[src/rtl/led_scanner.sv]
// led_scanner: 8-LED bouncing scanner whose trail fades by PWM, one brightness per LED.
module led_scanner #(
  parameter int   TICK_DIV    = 2400000,
  parameter int   PWM_BITS    = 8,
  parameter int   DECAY_SHIFT = 1,
  parameter logic LED_ON      = 1'b0
) (
  input  logic       CLK_48,
  input  logic       reset,
  input  logic       enable,
  output logic [7:0] leds,
  output logic [2:0] position,
  output logic       step
);
  localparam int PW = $clog2(TICK_DIV);
  localparam logic [PW-1:0] LAST = PW'(TICK_DIV - 1);
  localparam logic [PWM_BITS-1:0] MAX = '1;
  typedef enum logic {UP, DOWN} dir_t;
  dir_t dir, dir_d;
  logic [PW-1:0] presc;
  logic [PWM_BITS-1:0] pwm_cnt;
  logic [7:0][PWM_BITS-1:0] bright, bright_d;
  logic [2:0] pos_d;
  logic [7:0] lit;
  logic step_req;
  assign step_req = enable && presc == LAST;
  always_comb begin
    dir_d = dir;
    pos_d = position;
    bright_d = bright;
    if (step_req) begin
      if (dir == UP) begin
        dir_d = (position == 3'd7) ? DOWN : UP;
        pos_d = (position == 3'd7) ? 3'd6 : position + 3'd1;
      end else begin
        dir_d = (position == 3'd0) ? UP : DOWN;
        pos_d = (position == 3'd0) ? 3'd1 : position - 3'd1;
      end
      // the freshly reached head is set to full, overriding its own decay
      for (int i = 0; i < 8; i++)
        bright_d[i] = (3'(i) == pos_d) ? MAX : bright[i] >> DECAY_SHIFT;
    end
  end
  always_comb begin
    lit = '0;
    for (int i = 0; i < 8; i++)
      lit[i] = bright[i] > pwm_cnt;
  end
  always_ff @(posedge CLK_48) begin
    if (reset) begin
      presc <= '0;
      pwm_cnt <= '0;
      position <= '0;
      dir <= UP;
      step <= 1'b0;
      bright <= '0;
      bright[0] <= MAX;
      leds <= {8{~LED_ON}};
    end else begin
      if (enable)
        presc <= step_req ? '0 : presc + 1'b1;
      pwm_cnt <= pwm_cnt + 1'b1;
      step <= step_req;
      dir <= dir_d;
      position <= pos_d;
      bright <= bright_d;
      leds <= lit ^ {8{~LED_ON}};
    end
  end
endmodule
[config.mk]
export PLATFORM = sky130hd
export DESIGN_NAME = led_scanner
export DESIGN_NICKNAME = d
export VERILOG_FILES = /design/src/rtl/led_scanner.sv
export SDC_FILE = /design/constraint.sdc
export NUM_CORES = 1
export LEC_CHECK = 0
export ABC_AREA = 1
export CAP_MARGIN = 10
export CORE_ASPECT_RATIO = 1.2
export CORE_MARGIN = 2
export CORE_UTILIZATION = 45
export CTS_BUF_LIST = sky130_fd_sc_hd__clkbuf_8
export DETAILED_ROUTE_END_ITERATION = 7
export SLEW_MARGIN = 0
export SYNTH_ARGS = -nofsm -noshare
export SYNTH_HDL_FRONTEND = slang
export SYNTH_SLANG_ARGS = --single-unit
[constraint.sdc]
create_clock -name CLK_48 -period 4.54 [get_ports CLK_48]
set_input_delay 0.908 -clock CLK_48 [delete_from_list [all_inputs] [get_ports CLK_48]]
set_output_delay 0.908 -clock CLK_48 [all_outputs]
set_load 0.02 [all_outputs]
==> results.md <==
- Hold buffers post-CTS: 0
- Routed wire length per instance: 13.9 µm
- Post-route design area: 6710 µm²
- Number of port buffers: 14
- Global-route usage over all layers: 0.207
- LEAKAGE: 3.28 nW
- Clk root buf: clkbuf_8
- Pre-Repair DR Iteration Count: 4
- CTS Buffer Depth: 2
- Cell Count Post-Placement: 1,034
- Worst-path clk slew: 100 ps
- Fin. Hold Viols: 0
- Post-synth top cells: nand2_1 (208), inv_1 (108), dfxtp_1 (107), nand3_1 (77), nor2_1 (72)
- Post-synth net total: 949
- Die W: 111 µm
- Core Util, Final: 0.492
- Initial Utilization: 0.456
- Worst VDD drop: 162 µV
- TritonCTS clock tree: yes
- Ys flop type: dfxtp_1
- DRC violations left: 0
- Initial antenna violation count: 0
- Core area: 13,600 µm²
- Syn Inst Count: 877
- Largest net degree at the start of global routing: 100
- HP Class: flop to flop
- Count of cell types in the netlist: 32
- Status: finished, final reports clean
- Num Clock Sinks: 107
- Final net count: 946
- Post-Route Setup TNS: 0 ps
- Maxcap violations: 0
- Final Setup Violations: 0
- Slew Viols, Final: 0
- EDFF count, synth: 0
- Most frequent cell after synthesis: nand2_1
- RSZ-0062 raised after global routing: no
- Setup crit start kind: primary input
- Final Critical Period: 2680 ps
- Fin crit share: 0.591
- Clk_lat worst skew: 390 ps
- Peak Freq: 373 MHz
- First-pass GRT wire length: 25,200 µm
- Die area: 14,800 µm²
- Site Rows: 47
- Async S/R FF share, synth: 0
- Vias in the first global route: 5,273
- Required @ worst endpoint: 4870 ps
- Yosys top cell area share: 0.344
- Routability Congestion: 0.873
- Hpwl dp: 9970 µm
- CTS resizes: 0
- Final Skew: 12.9 ps
- H-Tree Level Count: 3
- Avg Inst Size Synth: 7.10 µm²
- Die Ht: 133 µm
- Ports: 15
- Mapped cell area: 6220 µm²
- Critical path data arrival time: 3020 ps
- Crit end category: flop
- Area grow syn2layout: 7.80%
- GRT overflow: 0
- Worst-path fanout max: 12
- Slew @ Worst Pin: 811 ps
- Pwr Density: 259 nW/µm²
- Setup CP Type: primary input to flop
- Worst hold slack: 460 ps
- Cell Area, Placed: 6480 µm²
- Cts bufs inserted: 9
- Via count: 5,609
- Cell accounting for the most synthesized area: dfxtp_1
- Max-Slew Margin vs Limit: 0.457
- Routed Antenna Nets: 0
- Post-CTS Setup Bufs: 0
- Fin cells: 1,050
- Sequential area share after synthesis: 0.344
- Share of layout cells above drive strength 1: 0.0421
- Initial drt markers: 268
- # diodes: 0
- Routed WL: 14,600 µm
- Largest cells by area after synthesis: dfxtp_1 (34%), ha_1 (14%), nand2_1 (13%)
- Via/cell ratio: 5.34
- Post-synthesis register bit count: 107
- Syn. warnings: 0
routing by layer:
| metal | wire length [µm] | track usage | up-vias | share of wire |
|---|---|---|---|---|
| li1 | - | - | 2896 | - |
| met1 | 6680 | 0.256 | 2585 | 0.46 |
| met2 | 7080 | 0.363 | 104 | 0.48 |
| met3 | 420 | 0.0243 | 24 | 0.029 |
| met4 | 436 | 0.0905 | 0 | 0.030 |
| met5 | 0 | 0 | - | 0 |
report_power, final:
group	switching, W	internal (W)
clock network	0.000343	0.000327
registers	0.00000761	0.000948
logic	0.0000696	0.0000426
registers in the layout, indices dropped and copies added (netlist names):
register  count
bright       64
presc        22
leds          8
pwm_cnt       8
position      3
dir           1
step          1
worst max-delay path, stage by stage:
cell and delay (ps):
clkdlybuf4s50_1 700, nand2_1 150, nor2_1 120, nand2_1 90, nor2_4 100, nand3_2 140
inv_2 330, nand3_1 320, nand2_1 150
layout make-up:
class | instances | area (µm²)
fill | 1389 | 6930
clock inverter | 6 | 88.8
sequential | 107 | 2140
clock buffer | 10 | 138
multi-input combinational | 615 | 3470
inverter | 121 | 454
timing repair buffer | 20 | 198
tap | 171 | 214
cell usage in the layout, fill, tap and decap left out, types with 10 or more instances in the layout:
master and instances:
nand2_1 208, inv_1 109, dfxtp_1 107, nand3_1 77, nor2_1 72, ha_1 69
nand4_1 62, a21oi_1 41, o21ai_0 37, clkdlybuf4s50_1 14, nor3_1 12, clkinv_1 10
clkbuf_8 10
metrics by stage:
step	power, W	setup slack (ps)
after detailed placement	0.00109	1470
after floorplan	0.00105	2440
after global routing	0.00181	1640
final	0.00174	1860
after CTS	0.00176	1890
after global placement	0.00109	1550
cell families after synthesis:
kind of cell,synth area share
buffers and inverters,0.0975
adder cells (fa/ha/maj),0.139
XOR/XNOR,0.00563
AO/OA/AOI/OAI,0.0806
AND/OR/NAND/NOR,0.333
flip-flops,0.344
final timing paths:
kind	start	endpoint	slack [ps]	cells after the start
hold / removal	dir$_SDFFE_PP0N_	dir$_SDFFE_PP0N_	460	2
setup / recovery	enable	bright[53]$_SDFFE_PP0N_	1860	9
setup reg to reg	presc[0]$_SDFFE_PP0P_	bright[53]$_SDFFE_PP0N_	1990	7
hold reg to reg	dir$_SDFFE_PP0N_	dir$_SDFFE_PP0N_	460	2
(Power assumes the default switching activity.)
